File: config.mk
export PLATFORM = sky130hd
export DESIGN_NAME = m_imem_loader
export DESIGN_NICKNAME = d
export VERILOG_FILES = /design/src/rtl/loader_pkg.sv /design/src/rtl/m_byte_packer.sv /design/src/rtl/m_imem_loader.sv
export SDC_FILE = /design/constraint.sdc
export NUM_CORES = 1
export LEC_CHECK = 0
export CAP_MARGIN = 5
export CORE_UTILIZATION = 30
export DETAILED_ROUTE_END_ITERATION = 6
export DONT_BUFFER_PORTS = 1
export GPL_TIMING_DRIVEN = 0
export PLACE_DENSITY = 0.41
export SYNTH_ARGS = -nofsm -noshare
export SYNTH_HDL_FRONTEND = slang
export SYNTH_HIERARCHICAL = 1
export SYNTH_SLANG_ARGS = --single-unit
File: constraint.sdc
create_clock -name w_clk -period 3 [get_ports w_clk]
set_clock_uncertainty 0.2 [all_clocks]
set_input_delay 0.3 -clock w_clk [delete_from_list [all_inputs] [get_ports w_clk]]
set_output_delay 0.3 -clock w_clk [all_outputs]
set_load 0.02 [all_outputs]
File: src/rtl/loader_pkg.sv
// -----------------------------------------------------------------------------
// loader_pkg
// Shared definitions for the boot-time instruction-memory loader: state
// encodings, the default frame start byte, the order of frame fields, and a
// helper that decides whether a received word count is acceptable.
// No ports (package).
// -----------------------------------------------------------------------------
package loader_pkg;

    // Loader state encoding
    localparam logic [2:0] ST_IDLE = 3'd0;
    localparam logic [2:0] ST_LEN0 = 3'd1;
    localparam logic [2:0] ST_LEN1 = 3'd2;
    localparam logic [2:0] ST_DATA = 3'd3;
    localparam logic [2:0] ST_CSUM = 3'd4;
    localparam logic [2:0] ST_DONE = 3'd5;
    localparam logic [2:0] ST_ERR  = 3'd6;

    // Default frame start byte
    localparam logic [7:0] SYNC_BYTE = 8'hA5;

    // Frame field order as seen on the byte link
    typedef enum logic [2:0] {
        FLD_SYNC    = 3'd0,
        FLD_LEN_LO  = 3'd1,
        FLD_LEN_HI  = 3'd2,
        FLD_PAYLOAD = 3'd3,
        FLD_CSUM    = 3'd4
    } frame_field_t;

    // Word count must be non-zero and no larger than the memory allows.
    // Comparison is unsigned.
    function automatic logic len_ok(input logic [15:0] n, input int max_words);
        return (n != 16'd0) && (32'(n) <= $unsigned(max_words));
    endfunction

endpackage

File: src/rtl/m_byte_packer.sv
// -----------------------------------------------------------------------------
// m_byte_packer
// Assembles four consecutive bytes into a little-endian 32-bit word. The
// first byte shifted in lands in bits [7:0]. When the fourth byte arrives the
// completed word is registered and word_valid pulses for exactly one cycle.
//
// Ports:
//   clk        in   clock, rising edge
//   rst_n      in   asynchronous active-low reset
//   clear      in   restart at byte 0 (start of a new payload)
//   shift_en   in   accept byte_in this cycle
//   byte_in    in   8-bit payload byte
//   byte_idx   out  position (0..3) the next accepted byte will take
//   word       out  last completed word (held until the next completion)
//   word_valid out  one-cycle pulse in the cycle after a word completes
// -----------------------------------------------------------------------------
module m_byte_packer (
    input  logic        clk,
    input  logic        rst_n,
    input  logic        clear,
    input  logic        shift_en,
    input  logic [7:0]  byte_in,
    output logic [1:0]  byte_idx,
    output logic [31:0] word,
    output logic        word_valid
);

    // Only three bytes need holding; the fourth comes straight from byte_in.
    logic [23:0] sr_q;
    logic [1:0]  idx_q;
    logic [31:0] word_q;
    logic        valid_q;

    always_ff @(posedge clk or negedge rst_n) begin
        if (!rst_n) begin
            sr_q    <= 24'd0;
            idx_q   <= 2'd0;
            word_q  <= 32'd0;
            valid_q <= 1'b0;
        end else begin
            valid_q <= 1'b0;
            if (clear) begin
                sr_q  <= 24'd0;
                idx_q <= 2'd0;
            end else if (shift_en) begin
                sr_q  <= {byte_in, sr_q[23:8]};
                idx_q <= idx_q + 2'd1;
                if (idx_q == 2'd3) begin
                    word_q  <= {byte_in, sr_q};
                    valid_q <= 1'b1;
                end
            end
        end
    end

    assign byte_idx   = idx_q;
    assign word       = word_q;
    assign word_valid = valid_q;

endmodule

File: src/rtl/m_imem_loader.sv
// -----------------------------------------------------------------------------
// m_imem_loader
// Boot-time program loader. Parses a framed byte stream
//   SYNC, LEN_LO, LEN_HI, 4*N payload bytes (LSB first per word), CSUM
// writes the payload words into instruction memory starting at word 0 and
// holds the processor in reset until a frame with a matching XOR checksum
// has been received.
//
// State table:
//   state | meaning
//   IDLE  | after reset, waiting for SYNC; other bytes dropped
//   LEN0  | next byte is LEN_LO
//   LEN1  | next byte is LEN_HI; N is checked here
//   DATA  | payload bytes; a memory write per four bytes
//   CSUM  | next byte is the checksum
//   DONE  | image loaded, processor released; SYNC starts a reload
//   ERR   | frame rejected, processor held; SYNC starts a reload
//
// Ports:
//   w_clk       in   clock
//   w_rst_n     in   asynchronous active-low reset
//   w_rx_valid  in   byte present on w_rx_data
//   w_rx_data   in   incoming byte
//   w_rx_ready  out  loader accepts a byte (always 1 once out of reset)
//   w_mem_we    out  one-cycle write strobe to instruction memory
//   w_mem_addr  out  word address of the write
//   w_mem_din   out  word being written
//   w_proc_rst  out  active-high processor reset, low only when loaded
//   w_done      out  last frame loaded with a good checksum
//   w_err       out  last frame rejected
//   w_count     out  words written in the current or last frame
// -----------------------------------------------------------------------------
module m_imem_loader
    import loader_pkg::*;
#(
    parameter int         ADDR_W    = 11,
    parameter int         MAX_WORDS = 2048,
    parameter logic [7:0] SYNC      = SYNC_BYTE
) (
    input  logic              w_clk,
    input  logic              w_rst_n,
    input  logic              w_rx_valid,
    input  logic [7:0]        w_rx_data,
    output logic              w_rx_ready,
    output logic              w_mem_we,
    output logic [ADDR_W-1:0] w_mem_addr,
    output logic [31:0]       w_mem_din,
    output logic              w_proc_rst,
    output logic              w_done,
    output logic              w_err,
    output logic [ADDR_W:0]   w_count
);

    logic [2:0]        state_q;
    logic              ready_q;
    logic [7:0]        len_lo_q;
    logic [15:0]       len_q;
    logic [ADDR_W:0]   idx_q;
    logic [7:0]        acc_q;
    logic [ADDR_W-1:0] addr_q;
    logic              proc_rst_q;
    logic              done_q;
    logic              err_q;
    logic [ADDR_W:0]   count_q;

    logic              fire;
    logic [15:0]       len_n;
    logic [ADDR_W:0]   idx_inc;
    logic              last_word;
    logic              pk_clear;
    logic              pk_shift;
    logic [1:0]        pk_byte_idx;

    assign fire      = w_rx_valid && ready_q;
    assign len_n     = {w_rx_data, len_lo_q};
    assign idx_inc   = idx_q + 1'b1;
    assign last_word = (32'(idx_inc) == 32'(len_q));

    // The packer restarts on LEN_HI regardless of whether N is accepted;
    // a rejected frame never reaches DATA so the restart is harmless.
    assign pk_clear  = fire && (state_q == ST_LEN1);
    assign pk_shift  = fire && (state_q == ST_DATA);

    m_byte_packer u_packer (
        .clk        (w_clk),
        .rst_n      (w_rst_n),
        .clear      (pk_clear),
        .shift_en   (pk_shift),
        .byte_in    (w_rx_data),
        .byte_idx   (pk_byte_idx),
        .word       (w_mem_din),
        .word_valid (w_mem_we)
    );

    always_ff @(posedge w_clk or negedge w_rst_n) begin
        if (!w_rst_n) begin
            state_q    <= ST_IDLE;
            ready_q    <= 1'b0;
            len_lo_q   <= 8'd0;
            len_q      <= 16'd0;
            idx_q      <= '0;
            acc_q      <= 8'd0;
            addr_q     <= '0;
            proc_rst_q <= 1'b1;
            done_q     <= 1'b0;
            err_q      <= 1'b0;
            count_q    <= '0;
        end else begin
            ready_q <= 1'b1;
            if (fire) begin
                case (state_q)
                    ST_IDLE: begin
                        if (w_rx_data == SYNC)
                            state_q <= ST_LEN0;
                    end
                    ST_LEN0: begin
                        len_lo_q <= w_rx_data;
                        state_q  <= ST_LEN1;
                    end
                    ST_LEN1: begin
                        if (len_ok(len_n, MAX_WORDS)) begin
                            len_q   <= len_n;
                            idx_q   <= '0;
                            acc_q   <= 8'd0;
                            state_q <= ST_DATA;
                        end else begin
                            err_q   <= 1'b1;
                            state_q <= ST_ERR;
                        end
                    end
                    ST_DATA: begin
                        acc_q <= acc_q ^ w_rx_data;
                        // Address and count update together with the packer's
                        // write strobe so all three are valid in the same cycle.
                        if (pk_byte_idx == 2'd3) begin
                            idx_q   <= idx_inc;
                            addr_q  <= idx_q[ADDR_W-1:0];
                            count_q <= idx_inc;
                            if (last_word)
                                state_q <= ST_CSUM;
                        end
                    end
                    ST_CSUM: begin
                        if (w_rx_data == acc_q) begin
                            done_q     <= 1'b1;
                            proc_rst_q <= 1'b0;
                            state_q    <= ST_DONE;
                        end else begin
                            err_q      <= 1'b1;
                            state_q    <= ST_ERR;
                        end
                    end
                    ST_DONE, ST_ERR: begin
                        if (w_rx_data == SYNC) begin
                            done_q     <= 1'b0;
                            err_q      <= 1'b0;
                            count_q    <= '0;
                            proc_rst_q <= 1'b1;
                            state_q    <= ST_LEN0;
                        end
                    end
                    default: begin
                        state_q <= ST_IDLE;
                    end
                endcase
            end
        end
    end

    assign w_rx_ready = ready_q;
    assign w_mem_addr = addr_q;
    assign w_proc_rst = proc_rst_q;
    assign w_done     = done_q;
    assign w_err      = err_q;
    assign w_count    = count_q;

endmodule

==> results.md <==
* Worst Tran Pin Value at 0.588 ns
* Leakage at 3.31 nW
* Tcrit/Tclk final at 0.930
* Die Wd at 145 um
* Clk pin slew, worst setup/hold paths at 0.06 ns
* Worst path required time at 3.09 ns
* Core Region at 20200 um2
* First-pass GRT wire length at around 24 mm
* CP peak stage delay at 0.45 ns
* Post-DRT Antenna Nets at 0
* Combinational Power Share at 0.194
* Fin util at 0.356
* Met2 usage at 0.225
* Initial antenna violation count at 0
* Failing checks: hold timing
* WP buf/inv at 5
* Gr ovfl total at 0
* Final GP Congestion at roughly 0.8
* Compound-cell area share of the yosys netlist at 0.0851
* Post-synthesis sequential area ratio at 0.541
* Worst path top cell family by delay: buffers and inverters
* Grt met1 use at 0.199
* Synth async-reset ratio at 1.00
* Crit path time final at about 2.8 ns
* Number of flops mapped to enable cells by yosys at 0
* Hold Path Class: in2async
* Unique masters post-synth at 57
* Worst-path fanout max at 10
* Post-CTS Setup Inserts at 0
* TritonCTS Buffers at 17
* Internal Power at 0.00411 W
* Adder-cell area share of the yosys netlist at 0.00406
* Post-DR vias/cell at 4.87
* Synthesized area per cell at 11.5 um2
* Skew-Pair Late Insertion Delay at about 0.42 ns
* Status: finished with violations
* Die area at around 21000 um2
* Initial Util at 0.305
* Area growth syn-to-layout at 16.5%
* Non-Filler Instances at approximately 850
* # DRC at 0
* WL per Instance at 17.4 um
* Clk buf depth at 2
* Main combinational cell family by area after synthesis: multiplexers
* Clock Power Share at 0.334
* Max-cap violations at 0
* XOR/XNOR share of the synthesized area at 0.0520
* Routed wire length at 14.7 mm
* I/O Buffers at 0
* I/O pin total at 71
* Ant. Diodes at 0
* Yosys reg bits at 133
* Max-slew violation count at 0
* Synth Warn # at 6
* Final net count at 576
* Hold-fix buffers, CTS at 8
* Min Hold Slack at -0.620 ns
* Drt initial violations at 220
* Setup CP Type: reg2reg
* Startpoint types: flip-flop
* Max_slew headroom at 0.608
* Met3 usage at 0.0431
* F_max at 0.358 GHz
* Syn_nets at ~550
* Switching power share of the total at 0.332
* Share of layout cells above drive strength 1 at 0.201
* RSZ-0062 raised after global routing: no
* Clk sinks at between 100 and 150
* Netlist Area Pre-Place at ~6200 um2
* Die H at approximately 150 um
* Num rows at 52
* Setup_tns at 0 ns
* Busiest grt layer: met2
* Synth Area in Simple Gates at 0.120
* Detail Placement HPWL at 9.91 mm
* Ys flop type: dfrtp_1
* Most used cell, CP: buf_2
* Part of the power in registers at 0.471
* Fillers at 2023
* CP endpoint kind: flip-flop
* Vias in the first global route at 4112
* Final setup fails at 0
* Overall power at 0.00615 W
* Maximum VDD drop at 0.377 mV
* DP Cell Count at ~800
* Clock root buffer: clkbuf_16
* Largest net degree at the start of global routing at 134
* Pwr/cell area at 856 nW/um2
* Cells along the critical path: nand3b_1, or2_2, buf_2, inv_1, buf_2, buf_4, nand3b_4, buf_6, mux2_4
* Gate Count Post-Synth at 536
* DR pass1 iterations at 5
* Critical Path Slowest Stage Cell: dfrtp_1
* Via Count at about 4k
* Switching pwr at between 0.002 and 0.0025 W
* Tot GR Track Use at 0.147
* Worst Path Arrival at 2.88 ns
* Final Hold Fails at 133
* CTS tree: done
* Max H-tree Level at 4
* Mux share of post-synthesis cell area at 0.161
synth_stat cells (4+ instances only):
library cell | number | area (um2)
nor3_1 | 4 | 20.0
a21oi_1 | 12 | 60.1
nor4_1 | 6 | 37.5
nor2_1 | 56 | 210
dfrtp_1 | 132 | 3300
inv_1 | 8 | 30.0
mux2_2 | 24 | 270
a211o_1 | 4 | 35.0
nand2_1 | 63 | 236
a31oi_1 | 10 | 62.6
nand3_1 | 6 | 30.0
and2_1 | 5 | 31.3
a21o_1 | 4 | 30.0
xor2_1 | 16 | 140
mux2i_1 | 27 | 270
mux2_4 | 30 | 450
clkbuf_1 | 15 | 56.3
buf_2 | 7 | 35.0
xnor2_1 | 15 | 131
o21ai_0 | 36 | 180
buf_6 | 5 | 56.3
worst register-to-register path: stages (launching register included):
cell	delay [ns]
dfrtp_1	0.45
nand3b_1	0.26
or2_2	0.31
buf_2	0.19
inv_1	0.09
buf_2	0.24
buf_4	0.26
nand3b_4	0.16
buf_6	0.21
mux2_4	0.30
path summary, 6_finish.rpt:
check | startpoint | endpoint | depth (start not counted) | slack [ns]
max | state_q[2]$_DFFE_PN0P_ | u_packer/word[14]$_DFFE_PN0P_ | 9 | 0.21
min | w_rst_n | w_mem_addr[1]$_DFFE_PN0P_ | 0 | -0.62
max reg2reg | state_q[2]$_DFFE_PN0P_ | u_packer/word[14]$_DFFE_PN0P_ | 9 | 0.21
min reg2reg | len_q[14]$_DFFE_PN0P_ | len_q[14]$_DFFE_PN0P_ | 1 | 0.29
max in group asynchronous | w_rst_n | w_proc_rst$_DFFE_PN1P_ | 0 | 2.96
min in group w_clk | w_rx_data[3] | acc_q[3]$_DFFE_PN0P_ | 3 | 0.10
logic make-up after synthesis:
group,count (synthesis)
simple gates,160
flops,133
compound gates,85
mux,81
buf+inv,41
xor+xnor,33
fa+ha+maj,2
other cells,1
area by class of cell:
class,instances,area (um2),share of cell area
buffer,32,189,0.0263
clock buffer,19,453,0.0631
clock inverter,13,135,0.0188
inverter,9,33.8,0.00471
multi-input combinational,362,2620,0.365
sequential,133,3330,0.464
tap,270,338,0.0471
timing repair buffer,8,80.1,0.0112
metal layers:
metal	vias up	routed length, um
met5	-	0
met4	0	180
met3	15	801
met2	119	6920
met1	2067	6830
li1	1921	-
power by group through the flow:
stage	registers, W	logic, W	clock network, W
floorplan	0.00278	0.000974	0
global placement	0.00293	0.00114	0
detailed placement	0.00294	0.00117	0
CTS	0.00291	0.00120	0.00212
global route	0.00296	0.00131	0.00220
finish	0.00290	0.00119	0.00206
cell usage in the layout, fill, tap and decap left out, types with 5 or more instances in the layout:
master,synthesis,routed
mux2_4,30,30
nand3_1,6,6
a31oi_1,10,10
inv_6,0,6
nor4_1,6,5
dfrtp_1,132,132
clkbuf_16,0,17
buf_2,7,7
inv_1,8,8
dlygate4sd3_1,0,8
nor2_1,56,55
mux2_2,24,24
o21ai_0,36,36
mux2i_1,27,27
buf_6,5,5
and2_1,5,5
xnor2_1,15,15
clkbuf_1,15,15
nand2_1,63,63
a21oi_1,12,11
xor2_1,16,16
state kept, by name, indices dropped and copies added (netlist names), 2 cells and up:
signal	flops
w_mem_addr	11
w_count	12
u_packer/byte_idx	2
acc_q	8
idx_q	12
len_q	16
u_packer/word	32
len_lo_q	8
u_packer/sr_q	24
state_q	3
through the flow:
| stage | setup slack (ns) | area [um2] |
|---|---|---|
| after CTS | 0.0580 | 7170 |
| after global routing | 0.0614 | 7180 |
| final | 0.210 | 7180 |
| after detailed placement | -0.0496 | 6500 |
| after floorplan | 0.522 | 6160 |
| after global placement | -0.0317 | 6500 |
what timing repair did:
item,4_1_cts,5_1_grt
gates resized for setup,1,2
hold endpoints to repair,166,133
endpoints found under the setup margin,10,10
(Power assumes the default switching activity.)
